--- src/rtl/cpu_ctrl_pkg.sv ---
// Shared types for the accumulator-machine controller: opcodes, FSM states and
// the control-strobe bundle with its bus-safe default value.
package cpu_ctrl_pkg;

  typedef enum logic [2:0] {
    OP_LDA = 3'b000,
    OP_STA = 3'b001,
    OP_ADD = 3'b010,
    OP_MUL = 3'b011,
    OP_JMP = 3'b100,
    OP_JZ  = 3'b101,
    OP_LDI = 3'b110,
    OP_HLT = 3'b111
  } opcode_e;

  typedef enum logic [3:0] {
    S_RESET,
    S_FETCH,
    S_DECODE,
    S_MRD,
    S_MWR,
    S_ALU,
    S_BR,
    S_HALT,
    S_FAULT
  } ctrl_state_e;

  typedef struct packed {
    logic mem_rd;
    logic mem_wr;
    logic ir_on_adr;
    logic pc_on_adr;
    logic data_on_dbus;
    logic dbus_on_data;
    logic alu_on_dbus;
    logic load_ir;
    logic inc;
    logic clr_pc;
    logic load_pc;
    logic load_ac;
    logic ldimm;
    logic add;
    logic mult;
    logic pass;
    logic halted;
    logic instr_done;
    logic fault;
  } ctrl_out_t;

  // PC drives the address bus and memory data flows inward unless a state says otherwise.
  localparam ctrl_out_t CTRL_DEFAULT = '{pc_on_adr: 1'b1, dbus_on_data: 1'b1, default: 1'b0};

  function automatic logic is_wait_state(ctrl_state_e s);
    return (s == S_FETCH) || (s == S_MRD) || (s == S_MWR);
  endfunction

endpackage

--- src/rtl/cpu_controller_if.sv ---
// Controller <-> datapath/memory signal bundle; master is the controller side.
interface cpu_controller_if;

  logic [2:0] op_code;
  logic       zeroflagac;
  logic       mem_ready;

  logic mem_rd, mem_wr;
  logic ir_on_adr, pc_on_adr, data_on_dbus, dbus_on_data, alu_on_dbus;
  logic load_ir, inc, clr_pc, load_pc, load_ac, ldimm, add, mult, pass;
  logic increm, sr, sleft, zero, stcrry, clrcrry, comp;
  logic halted, instr_done, fault;

  modport master (
    input  op_code, zeroflagac, mem_ready,
    output mem_rd, mem_wr,
    output ir_on_adr, pc_on_adr, data_on_dbus, dbus_on_data, alu_on_dbus,
    output load_ir, inc, clr_pc, load_pc, load_ac, ldimm, add, mult, pass,
    output increm, sr, sleft, zero, stcrry, clrcrry, comp,
    output halted, instr_done, fault
  );

  modport slave (
    output op_code, zeroflagac, mem_ready,
    input  mem_rd, mem_wr,
    input  ir_on_adr, pc_on_adr, data_on_dbus, dbus_on_data, alu_on_dbus,
    input  load_ir, inc, clr_pc, load_pc, load_ac, ldimm, add, mult, pass,
    input  increm, sr, sleft, zero, stcrry, clrcrry, comp,
    input  halted, instr_done, fault
  );

endinterface

--- src/rtl/ctrl_wait_timer.sv ---
// Memory-wait watchdog: counts consecutive not-ready cycles of one wait state.
// Only built when CTRL_TIMEOUT_EN is defined.
`ifdef CTRL_TIMEOUT_EN
module ctrl_wait_timer #(
  parameter int unsigned TIMEOUT_CYCLES = 15
) (
  input  logic clk,
  input  logic rst_n,
  input  logic tick_i,
  output logic expire_o
);

  localparam int unsigned CW = ($clog2(TIMEOUT_CYCLES + 1) > 4) ? $clog2(TIMEOUT_CYCLES + 1) : 4;

  logic [CW-1:0] cnt_q, cnt_d;

  // Any non-waiting cycle precedes entry to a wait state, so it doubles as the clear.
  assign cnt_d    = tick_i ? cnt_q + 1'b1 : '0;
  assign expire_o = tick_i && (cnt_q == CW'(TIMEOUT_CYCLES - 1));

  always_ff @(posedge clk or negedge rst_n) begin
    if (!rst_n) cnt_q <= '0;
    else        cnt_q <= cnt_d;
  end

endmodule
`endif

--- src/rtl/cpu_controller.sv ---
// Fetch/decode/execute sequencer for the 16-bit accumulator datapath.
// Define CTRL_TIMEOUT_EN to add the sticky memory-timeout fault.
module cpu_controller
  import cpu_ctrl_pkg::*;
#(
  parameter int unsigned TIMEOUT_CYCLES = 15
) (
  input logic              clk,
  input logic              rst_n,
  cpu_controller_if.master bus
);

  if (TIMEOUT_CYCLES < 1) begin : g_bad_timeout
    $error("TIMEOUT_CYCLES must be at least 1");
  end

  ctrl_state_e state_q;
  opcode_e     opcode_q;
  ctrl_out_t   ctrl;
  logic        timeout;

`ifdef CTRL_TIMEOUT_EN
  ctrl_wait_timer #(.TIMEOUT_CYCLES(TIMEOUT_CYCLES)) u_wait_timer (
    .clk      (clk),
    .rst_n    (rst_n),
    .tick_i   (is_wait_state(state_q) && !bus.mem_ready),
    .expire_o (timeout)
  );
`else
  assign timeout = 1'b0;
`endif

  // NOTE: sequential state uses non-blocking assignments so every flop samples pre-edge values.
  always_ff @(posedge clk or negedge rst_n) begin
    if (!rst_n) begin
      state_q  <= S_RESET;
      opcode_q <= OP_HLT;
    end else begin
      case (state_q)
        S_RESET: state_q <= S_FETCH;
        S_FETCH: begin
          if (bus.mem_ready) state_q <= S_DECODE;
          else if (timeout)  state_q <= S_FAULT;
        end
        S_DECODE: begin
          opcode_q <= opcode_e'(bus.op_code);
          case (bus.op_code)
            OP_LDA:                 state_q <= S_MRD;
            OP_STA:                 state_q <= S_MWR;
            OP_ADD, OP_MUL, OP_LDI: state_q <= S_ALU;
            OP_JMP, OP_JZ:          state_q <= S_BR;
            default:                state_q <= S_HALT;
          endcase
        end
        S_MRD, S_MWR: begin
          if (bus.mem_ready) state_q <= S_FETCH;
          else if (timeout)  state_q <= S_FAULT;
        end
        S_ALU, S_BR: state_q <= S_FETCH;
        default:     state_q <= state_q;
      endcase
    end
  end

  always_comb begin
    // NOTE: start from the default bundle so every field is assigned on every path (no latches).
    ctrl = CTRL_DEFAULT;
    case (state_q)
      // Held low while rst_n is asserted; the PC clear fires in the first cycle after release.
      S_RESET: ctrl.clr_pc = rst_n;
      S_FETCH: begin
        ctrl.mem_rd       = 1'b1;
        ctrl.data_on_dbus = 1'b1;
        ctrl.dbus_on_data = 1'b0;
        ctrl.load_ir      = bus.mem_ready;
        ctrl.inc          = bus.mem_ready;
      end
      S_MRD: begin
        ctrl.ir_on_adr    = 1'b1;
        ctrl.pc_on_adr    = 1'b0;
        ctrl.mem_rd       = 1'b1;
        ctrl.data_on_dbus = 1'b1;
        ctrl.dbus_on_data = 1'b0;
        ctrl.load_ac      = bus.mem_ready;
        ctrl.instr_done   = bus.mem_ready;
      end
      S_MWR: begin
        ctrl.ir_on_adr   = 1'b1;
        ctrl.pc_on_adr   = 1'b0;
        ctrl.mem_wr      = 1'b1;
        ctrl.pass        = 1'b1;
        ctrl.alu_on_dbus = 1'b1;
        ctrl.instr_done  = bus.mem_ready;
      end
      S_ALU: begin
        ctrl.alu_on_dbus = 1'b1;
        ctrl.instr_done  = 1'b1;
        case (opcode_q)
          OP_ADD:  begin ctrl.add  = 1'b1; ctrl.load_ac = 1'b1; end
          OP_MUL:  begin ctrl.mult = 1'b1; ctrl.load_ac = 1'b1; end
          default: begin ctrl.pass = 1'b1; ctrl.ldimm   = 1'b1; end
        endcase
      end
      S_BR: begin
        ctrl.instr_done = 1'b1;
        ctrl.load_pc    = (opcode_q == OP_JMP) ? 1'b1 : bus.zeroflagac;
      end
      S_HALT: ctrl.halted = 1'b1;
`ifdef CTRL_TIMEOUT_EN
      S_FAULT: ctrl.fault = 1'b1;
`endif
      default: ;
    endcase
  end

  assign bus.mem_rd       = ctrl.mem_rd;
  assign bus.mem_wr       = ctrl.mem_wr;
  assign bus.ir_on_adr    = ctrl.ir_on_adr;
  assign bus.pc_on_adr    = ctrl.pc_on_adr;
  assign bus.data_on_dbus = ctrl.data_on_dbus;
  assign bus.dbus_on_data = ctrl.dbus_on_data;
  assign bus.alu_on_dbus  = ctrl.alu_on_dbus;
  assign bus.load_ir      = ctrl.load_ir;
  assign bus.inc          = ctrl.inc;
  assign bus.clr_pc       = ctrl.clr_pc;
  assign bus.load_pc      = ctrl.load_pc;
  assign bus.load_ac      = ctrl.load_ac;
  assign bus.ldimm        = ctrl.ldimm;
  assign bus.add          = ctrl.add;
  assign bus.mult         = ctrl.mult;
  assign bus.pass         = ctrl.pass;
  assign bus.halted       = ctrl.halted;
  assign bus.instr_done   = ctrl.instr_done;
  assign bus.fault        = ctrl.fault;

  // Datapath strobes not used by this instruction set.
  assign bus.increm  = 1'b0;
  assign bus.sr      = 1'b0;
  assign bus.sleft   = 1'b0;
  assign bus.zero    = 1'b0;
  assign bus.stcrry  = 1'b0;
  assign bus.clrcrry = 1'b0;
  assign bus.comp    = 1'b0;

endmodule

--- src/flat_wrapper.sv ---
// flat-port wrapper written by rule: the top's interface ports become plain ports
module cpu_controller_flat import cpu_ctrl_pkg::*;
#(
  parameter int unsigned TIMEOUT_CYCLES = 15
)
  (clk, rst_n, bus_op_code, bus_zeroflagac, bus_mem_ready, bus_mem_rd, bus_mem_wr, bus_ir_on_adr, bus_pc_on_adr, bus_data_on_dbus, bus_dbus_on_data, bus_alu_on_dbus, bus_load_ir, bus_inc, bus_clr_pc, bus_load_pc, bus_load_ac, bus_ldimm, bus_add, bus_mult, bus_pass, bus_increm, bus_sr, bus_sleft, bus_zero, bus_stcrry, bus_clrcrry, bus_comp, bus_halted, bus_instr_done, bus_fault);
  cpu_controller_if bus_i ();
  input logic clk;
  input logic rst_n;
  input wire logic [$bits(bus_i.op_code)-1:0] bus_op_code;
  input wire logic [$bits(bus_i.zeroflagac)-1:0] bus_zeroflagac;
  input wire logic [$bits(bus_i.mem_ready)-1:0] bus_mem_ready;
  output wire logic [$bits(bus_i.mem_rd)-1:0] bus_mem_rd;
  output wire logic [$bits(bus_i.mem_wr)-1:0] bus_mem_wr;
  output wire logic [$bits(bus_i.ir_on_adr)-1:0] bus_ir_on_adr;
  output wire logic [$bits(bus_i.pc_on_adr)-1:0] bus_pc_on_adr;
  output wire logic [$bits(bus_i.data_on_dbus)-1:0] bus_data_on_dbus;
  output wire logic [$bits(bus_i.dbus_on_data)-1:0] bus_dbus_on_data;
  output wire logic [$bits(bus_i.alu_on_dbus)-1:0] bus_alu_on_dbus;
  output wire logic [$bits(bus_i.load_ir)-1:0] bus_load_ir;
  output wire logic [$bits(bus_i.inc)-1:0] bus_inc;
  output wire logic [$bits(bus_i.clr_pc)-1:0] bus_clr_pc;
  output wire logic [$bits(bus_i.load_pc)-1:0] bus_load_pc;
  output wire logic [$bits(bus_i.load_ac)-1:0] bus_load_ac;
  output wire logic [$bits(bus_i.ldimm)-1:0] bus_ldimm;
  output wire logic [$bits(bus_i.add)-1:0] bus_add;
  output wire logic [$bits(bus_i.mult)-1:0] bus_mult;
  output wire logic [$bits(bus_i.pass)-1:0] bus_pass;
  output wire logic [$bits(bus_i.increm)-1:0] bus_increm;
  output wire logic [$bits(bus_i.sr)-1:0] bus_sr;
  output wire logic [$bits(bus_i.sleft)-1:0] bus_sleft;
  output wire logic [$bits(bus_i.zero)-1:0] bus_zero;
  output wire logic [$bits(bus_i.stcrry)-1:0] bus_stcrry;
  output wire logic [$bits(bus_i.clrcrry)-1:0] bus_clrcrry;
  output wire logic [$bits(bus_i.comp)-1:0] bus_comp;
  output wire logic [$bits(bus_i.halted)-1:0] bus_halted;
  output wire logic [$bits(bus_i.instr_done)-1:0] bus_instr_done;
  output wire logic [$bits(bus_i.fault)-1:0] bus_fault;
  assign bus_i.op_code = bus_op_code;
  assign bus_i.zeroflagac = bus_zeroflagac;
  assign bus_i.mem_ready = bus_mem_ready;
  assign bus_mem_rd = bus_i.mem_rd;
  assign bus_mem_wr = bus_i.mem_wr;
  assign bus_ir_on_adr = bus_i.ir_on_adr;
  assign bus_pc_on_adr = bus_i.pc_on_adr;
  assign bus_data_on_dbus = bus_i.data_on_dbus;
  assign bus_dbus_on_data = bus_i.dbus_on_data;
  assign bus_alu_on_dbus = bus_i.alu_on_dbus;
  assign bus_load_ir = bus_i.load_ir;
  assign bus_inc = bus_i.inc;
  assign bus_clr_pc = bus_i.clr_pc;
  assign bus_load_pc = bus_i.load_pc;
  assign bus_load_ac = bus_i.load_ac;
  assign bus_ldimm = bus_i.ldimm;
  assign bus_add = bus_i.add;
  assign bus_mult = bus_i.mult;
  assign bus_pass = bus_i.pass;
  assign bus_increm = bus_i.increm;
  assign bus_sr = bus_i.sr;
  assign bus_sleft = bus_i.sleft;
  assign bus_zero = bus_i.zero;
  assign bus_stcrry = bus_i.stcrry;
  assign bus_clrcrry = bus_i.clrcrry;
  assign bus_comp = bus_i.comp;
  assign bus_halted = bus_i.halted;
  assign bus_instr_done = bus_i.instr_done;
  assign bus_fault = bus_i.fault;
  cpu_controller #(.TIMEOUT_CYCLES(TIMEOUT_CYCLES)) u_core (.clk(clk), .rst_n(rst_n), .bus(bus_i));
endmodule
--- config.mk ---
export PLATFORM = sky130hd
export DESIGN_NAME = cpu_controller_flat
export DESIGN_NICKNAME = d
export VERILOG_FILES = /design/src/rtl/cpu_ctrl_pkg.sv /design/src/rtl/cpu_controller_if.sv /design/src/rtl/ctrl_wait_timer.sv /design/src/rtl/cpu_controller.sv /design/src/flat_wrapper.sv
export SDC_FILE = /design/constraint.sdc
export NUM_CORES = 1
export LEC_CHECK = 0
export CORE_AREA = 3 3 43 45
export DETAILED_ROUTE_END_ITERATION = 6
export DIE_AREA = 0 0 46 48
export PLACE_DENSITY = 0.74
export SLEW_MARGIN = 15
export SYNTH_ARGS = -nofsm -noshare
export SYNTH_HDL_FRONTEND = slang
export SYNTH_SLANG_ARGS = --single-unit
--- constraint.sdc ---
create_clock -name clk -period 1.5 [get_ports clk]
set_clock_uncertainty 0.15 [all_clocks]
set_input_delay 0.225 -clock clk [delete_from_list [all_inputs] [get_ports clk]]
set_output_delay 0.225 -clock clk [all_outputs]
set_load 0.02 [all_outputs]
==> summary.txt, run 1 <==
Power and ir drop
  • Total power: 2.48 mW
  • Cell internal pwr: 1.34 mW
  • Leakage: 0.506 nW
  • Net Sw Power: 1.14 mW
  • Power per cell area: 2310 mW/mm²
  • Comb pwr share: 0.774
  • Seq pwr share: 0.156
  • Worst IR Drop VDD: 1.30 mV
  • Clk pwr share: 0.070
  • Sw Share: 0.461

Timing
  • Fin. Hold Viols: 0
  • Endpoints failing setup: 19
  • Fmax: 0.567 GHz
  • Fin worst setup slack: -0.263 ns
  • RSZ-0062 raised after global routing: true
  • Final min period: 1.76 ns
  • Final Max Slew Viols: 0
  • Period utilization: 1.18

Critical path
  • Worst path required time: approximately 1.1 ns
  • Largest stage delay, worst path: 0.48 ns
  • Setup crit start kind: flip-flop
  • Crit. End Element: primary output
  • Crit Path Max Fanout: 5
  • CP Data Arrival Time: 1.39 ns
  • Critical path type: flip-flop to primary output
  • Slowest-stage cell, CP: dfrtp_2
  • Critical-path cell list: nand2b_4, clkinvlp_4, a22oi_2, nor2_4, buf_6

CTS
  • CTS tree: built
  • CTS clock-pin slew for the worst setup and hold paths: about 0.060 ns
  • Clock Tree Root: clkbuf_4
  • H-tree depth reported by CTS: 1
  • CTS sink cnt: 6
  • Worst skew pair latency: 0.27 ns
  • CTS Hold Bufs: 0
  • CTS Buf Count: 3
  • Max Root-Sink Buffers: 2

Routing
  • Via count: between 600 and 700
  • Mean routed wirelength per cell: 15.3 µm
  • Initial drt markers: 10
  • Pre-antenna DRT Iters: 5
  • Final ANT Viol Nets: 0
  • Post-Route WL: 1.88 mm
  • DRC: 0
  • Via-to-Cell Ratio: 5.02

Yosys
  • Main synth FF type: dfstp_2
  • Seq/Total Area, Yosys: 0.296
  • Yosys warning count: 0
  • Distinct cells, synth: 25
  • Cell Area, Synth: between 500 and 600 µm²
  • Synthesized flop and latch total: 6
  • EDFF count, synth: 0
  • Asr flop ratio synth: 1.00
  • Mean post-synth cell area: 8.11 µm²
  • Syn Inst Count: 64

Cells and area
  • Filler instances: 119
  • Register area: 158 µm²
  • Layout cells sized above 1: 0.729
  • Final nets: 115
  • Antenna Cells: 0
  • Multi-input logic area: around 450 µm²
  • Area growth syn-to-layout: 107%

Global route
  • Largest net degree at the start of global routing: 7
  • Antenna violations before repair: 0
  • First-pass GRT wire length: 2.43 mm
  • GR Overflow Total: 0
  • Total GRT Usage: 0.163
  • Number of global-route vias before repair: 518

Placed design
  • Pre-CTS setup slack: -0.606 ns
  • Post-DP HPWL: 1.25 mm
  • Final Wtd Congestion: 0.843
  • PortBufs: 24

Die
  • FP Rows: 14
  • Die ar.: 0.00221 mm²
  • # IOs: 33
  • Initial Utilization: 0.345
  • Die width: 46 µm
  • Core Region: 0.00151 mm²
  • Die Y: 48 µm

Flow run
  • Max Cap Viol: 0

Run status
  • Status: complete, but fails checks
  • Failing checks: setup timing

Hold path
  • Hold/Removal Path Class: input port to async pin
[per-stage QoR]
stage,hold slack [ns],instances,TNS [ns],utilization,cell area (µm²)
6_report,0.128,123,-2.91,0.713,1070
3_3_place_gp,0.408,116,-7.04,0.595,896
4_1_cts,0.102,122,-3.08,0.640,963
2_1_floorplan,-0.221,71,-0.797,-,599
5_1_grt,0.137,123,-4.07,0.713,1070
3_5_place_dp,0.384,116,-7.57,0.595,896
[per-layer routing]
layer  GRT usage  part of all wire
met5           0                 0
met4       0.119             0.045
met3      0.0338             0.064
met2       0.264              0.51
met1       0.189              0.38
[kinds of logic after synthesis]
family	count (synthesis)	synth area share
mux	5	0.104
simple gates	21	0.219
flops	6	0.296
compound gates	13	0.161
other cells	1	0.00722
buf+inv	18	0.212
[synth_stat cells, types with 2 or more instances]
library cell  number  share of area
nor2b_1            2          0.024
mux2i_1            2          0.039
inv_2              2          0.014
inv_1              4          0.029
a21oi_1            6          0.058
nor2_1             5          0.036
nand2b_1           2          0.024
nor3_1             5          0.048
buf_4             11           0.16
mux2_2             3          0.065
nor2_2             2          0.024
nand2_1            3          0.022
dfrtp_1            3           0.14
dfstp_2            3           0.15
[registers in the layout, indices dropped and copies added (netlist names)]
signal and count:
u_core.opcode_q 3, u_core.state_q 3
[final timing paths]
path | endpoint | start | slack (ns) | cells past startpoint
max | bus_load_ac | u_core.state_q[2]$_DFFE_PN0P_ | -0.26 | 5
min | u_core.state_q[1]$_DFFE_PN0P_ | rst_n | 0.13 | 2
max reg2reg | u_core.opcode_q[2]$_DFFE_PN1P_ | u_core.state_q[2]$_DFFE_PN0P_ | -0.05 | 4
min reg2reg | u_core.opcode_q[0]$_DFFE_PN1P_ | u_core.opcode_q[0]$_DFFE_PN1P_ | 0.50 | 1
max in group asynchronous | u_core.opcode_q[0]$_DFFE_PN1P_ | rst_n | 0.85 | 2
min in group clk | u_core.opcode_q[0]$_DFFE_PN1P_ | u_core.opcode_q[0]$_DFFE_PN1P_ | 0.50 | 1
[layout make-up]
class | count | area share
flip-flops and latches | 6 | 0.147
repair buffers | 44 | 0.367
multi-input cells | 47 | 0.419
inverters | 6 | 0.0244
well taps | 16 | 0.0186
clock buffers | 4 | 0.0244
[power groups by stage]
stage	logic [mW]	clock network, mW	registers, mW
2_1_floorplan	0.860	0	0.366
3_3_place_gp	1.51	0	0.361
3_5_place_dp	1.54	0	0.370
4_1_cts	1.63	0.182	0.381
5_1_grt	2.03	0.191	0.395
6_report	1.92	0.174	0.388
[worst max-delay path: cells and delay by family (launching register included)]
kind	cells	cell delay, ns
AOI/OAI and AO/OA	1	0.24
buffers and inverters	2	0.23
DFF	1	0.48
and+or+nand+nor	2	0.16
[cells in the final DEF, fill, tap and decap left out, types with 3 or more instances in the layout]
cell,n
a21oi_1,3
a21oi_2,3
buf_2,3
buf_4,20
buf_6,15
clkbuf_4,3
clkdlybuf4s50_1,6
conb_1,8
dfrtp_2,3
dfstp_2,3
inv_1,3
mux2_4,3
nor2_4,5
nor3_2,3
[what timing repair did]
action	in CTS	in global routing
pin swaps	3	5
setup endpoints to repair	21	21
setup buffers	2	2
endpoints found under the hold margin	0	0
gates resized for setup	112	24
No activity file was read; power rests on OpenSTA's default activity.
==> run 2: changes to the inputs <==
CAP_MARGIN = 20   (was default)
SLEW_MARGIN = 20   (was 15)
==> results of run 2 <==
No change in the layout: final DEF, timing and power equal those of run 1.
==> run 3: changes to the inputs <==
PLACE_DENSITY = 0.76   (was 0.74)
SYNTH_HIERARCHICAL = 1   (was default)
==> run 3 against run 2 <==
The flow still finishes with violations (setup timing); final area shrank 6.6%; hold slack improved by 0.0072 ns; combinational power decreased by 9.9%; routed wire length shrank 16%; synthesized area rose by 3.9%; critical path type unchanged; largest power group unchanged; highest routed layer unchanged.
==> summary.txt, run 3 <==
Critical path
  • Critical R2R Launch: u_core/state_q[2]$_DFFE_PN0P_
  • Number of buffers and inverters on the critical path: 2 (unchanged)
  • Reg2Reg Setup Slack: 0.08 ns (+0.13 ns)
  • Delay-heaviest family, CP: flip-flops
  • Worst path required time: 1.12 ns (about the same)
  • Worst R2R End: u_core/state_q[0]$_DFFE_PN0P_
  • CP Data Arrival Time: 1.31 ns (-0.08 ns)
  • Critical path type: flip-flop to primary output
  • Critical-path cell list: nand2b_4, inv_4, nand2_1, a21boi_2, buf_6
  • Crit. End Element: primary output
  • Slowest-stage cell, CP: dfrtp_1
  • Crit Path Max Fanout: 4 (-1)
  • Reg2Reg Depth: 4 (unchanged)
  • Largest stage delay, worst path: 0.42 ns (-0.06 ns)
  • Setup crit start kind: flip-flop

Cells and area
  • Most frequent cells in the layout: buf_6, buf_4, conb_1
  • Area growth syn-to-layout: 86.1%
  • Antenna Cells: 0 (unchanged)
  • Layout cells sized above 1: 0.587 (-0.142)
  • Commonest non-fill, non-tap cell in the layout: buf_6
  • Biggest regs: u_core/opcode_q (3), u_core/state_q (3)
  • Final Util: 0.666 (-0.0473)
  • Final nets: 117 (+1.7%)

CTS
  • Clock Tree Root: clkbuf_4
  • Max Root-Sink Buffers: 2 (unchanged)
  • CTS tree: built
  • H-tree depth reported by CTS: 1 (unchanged)
  • CTS clock-pin slew for the worst setup and hold paths: 0.05 ns (about the same)
  • CTS Buf Count: 3 (unchanged)
  • CTS sink cnt: 6 (unchanged)
  • Worst skew pair latency: 0.25 ns (-0.02 ns)

Yosys
  • Seq/Total Area, Yosys: 0.285 (-0.0110)
  • Most numerous cell in the Yosys netlist: buf_4
  • Synthesized flop and latch total: 6 (unchanged)
  • Distinct cells, synth: 29 (+16%)
  • Dominant cell type by area after synthesis: buf_4
  • Cell Area, Synth: 539 µm² (+3.9%)
  • Yosys warning count: 6 (+6)
  • Post-synth top area share: 0.153 (-0.00590)
  • Syn Inst Count: 68 (+6.3%)
  • Synth top area cells: buf_4, dfstp_2, dfrtp_1
  • Main synth FF type: dfstp_2
  • Leading cell types by count after synthesis: buf_4, nor2_1, inv_1
  • EDFF count, synth: 0 (unchanged)
  • Mean post-synth cell area: 7.93 µm² (-2.3%)
  • Asr flop ratio synth: 1.00 (unchanged)

Power and ir drop
  • Worst IR Drop VDD: 1.14 mV (-12%)
  • Leakage: 0.494 nW (-2.3%)
  • Power per cell area: 2280 mW/mm² (-1.1%)

Routing
  • DRC: 0 (unchanged)
  • Post-Route WL: 1.58 mm (-16%)
  • Pre-antenna DRT Iters: 4 (-1)
  • Via-to-Cell Ratio: 4.93 (-1.9%)
  • Via count: 616 (-0.32%)
  • Final ANT Viol Nets: 0 (unchanged)
  • Mean routed wirelength per cell: 12.6 µm (-17%)
  • Initial drt markers: 4 (-6)

Flow run
  • Max Cap Viol: 0 (unchanged)

Die
  • # IOs: 33 (unchanged)
  • Die width: 46 µm (unchanged)
  • Die ar.: 0.00221 mm² (unchanged)
  • Initial Utilization: 0.358 (+0.0133)
  • Die Y: 48 µm (unchanged)
  • Core Region: 0.00151 mm² (unchanged)
  • FP Rows: 14 (unchanged)

Timing
  • Endpoints failing setup: 18 (-1)
  • Final hold slack: 0.135 ns (+0.00718 ns)
  • Final min period: 1.69 ns (-0.0770 ns)
  • RSZ-0062 raised after global routing: true
  • Fmax: 0.593 GHz (+4.6%)
  • Fin worst setup slack: -0.186 ns (+0.0770 ns)
  • Period utilization: 1.12 (-0.0513)
  • Final Max Slew Viols: 0 (unchanged)
  • Fin. Hold Viols: 0 (unchanged)

Global route
  • Antenna violations before repair: 0 (unchanged)
  • Largest net degree at the start of global routing: 8 (+1)
  • Met3 GRT Util: 0.0376 (+0.00376)
  • Global routing's busiest layer: met2
  • GR Overflow Total: 0 (unchanged)
  • First-pass GRT wire length: 2.27 mm (-6.5%)
  • Total GRT Usage: 0.143 (-0.0194)
  • GR Layer Usage met2: 0.266 (+0.00275)
  • GR Util met1: 0.144 (-0.0449)
  • Number of global-route vias before repair: 556 (+7.3%)

Placed design
  • Post-DP HPWL: 1.08 mm (-13%)
  • Final Wtd Congestion: 0.723 (-14%)
  • PortBufs: 24 (unchanged)

Run status
  • Failing checks: setup timing
  • Status: complete, but fails checks

Hold path
  • Hold/Removal Path Class: input port to async pin
## run 3: cell count changes in the layout (fill, tap and decap cells not counted), moves of 2 or more
cell / delta
nand3_1: +2
a21oi_1: -2
inv_2: -2
mux2_1: +2
buf_6: +5
nor2_2: +3
mux2_4: -3
nor2_4: -4
nand2_1: +2
inv_4: +2
o211ai_1: +2
nor3_2: -3
buf_4: -6
## run 3: worst max path at each step
| stage | cells past startpoint | endpoint | slack [ns] | from |
|---|---|---|---|---|
| after floorplan | 4 | bus_add | -0.05 | u_core/state_q[1]$_DFFE_PN0P_ |
| after global placement | 5 | bus_inc | -0.64 | bus_mem_ready |
| after detailed placement | 5 | bus_inc | -0.64 | bus_mem_ready |
| after CTS | 4 | bus_load_ac | -0.18 | u_core/state_q[2]$_DFFE_PN0P_ |
| after global routing | 5 | bus_mult | -0.25 | u_core/state_q[1]$_DFFE_PN0P_ |
| final | 5 | bus_load_ac | -0.19 | u_core/state_q[1]$_DFFE_PN0P_ |
## run 3: final cells by class
cell class,count,area [µm²]
fill,137,503
timing repair buffer,43,404
multi-input combinational,50,369
sequential,6,156
inverter,6,27.5
clock buffer,4,26.3
tap,16,20.0
## run 3: cells by family (layout without fill, tap and decap cells)
logic type	Yosys count	in the layout	share of synthesized area
other	1	8	0.00695
AO/OA/AOI/OAI	11	11	0.130
multiplexers	4	4	0.0812
flip-flops	6	6	0.285
buffers and inverters	19	53	0.225
AND/OR/NAND/NOR	27	27	0.271
## run 3: per-stage QoR
step	power [mW]	TNS (ns)	instances	setup WS, ns	instance area (µm²)
finish	2.29	-2.28	125	-0.186	1000
detailed placement	1.75	-7.08	117	-0.635	857
global placement	1.72	-6.93	117	-0.644	857
floorplan	1.16	-0.0944	75	-0.0472	583
CTS	2.09	-2.13	124	-0.180	921
global route	2.42	-3.22	125	-0.249	1000
## run 3: report_power, final
group | internal (mW) | leakage, nW | switching, mW
Sequential | 0.281 | 0.0655 | 0.107
Clock | 0.101 | 0.0150 | 0.0668
Combinational | 0.915 | 0.414 | 0.818
## run 3: timing repair
| item | 4_1_cts | 5_1_grt |
|---|---|---|
| hold buffers | 0 | 0 |
| pin swaps | 3 | 4 |
| cloned | 0 | 0 |
| setup buffers | 3 | 2 |
| gates resized for setup | 109 | 21 |
| setup endpoints to repair | 18 | 19 |
## run 3: worst register-to-register path: stages (launching register included)
cell and delay (ns):
dfrtp_2 0.45, buf_4 0.18, nor2_2 0.09, nand2_2 0.11, o311a_1 0.31
## run 3: metal layers
layer / wire (µm) / vias to the layer above / share of wire
met5: 0 / - / 0
li1: - / 293 / -
met1: 580 / 287 / 0.37
met4: 38 / 0 / 0.024
met3: 134 / 7 / 0.085
met2: 827 / 29 / 0.52
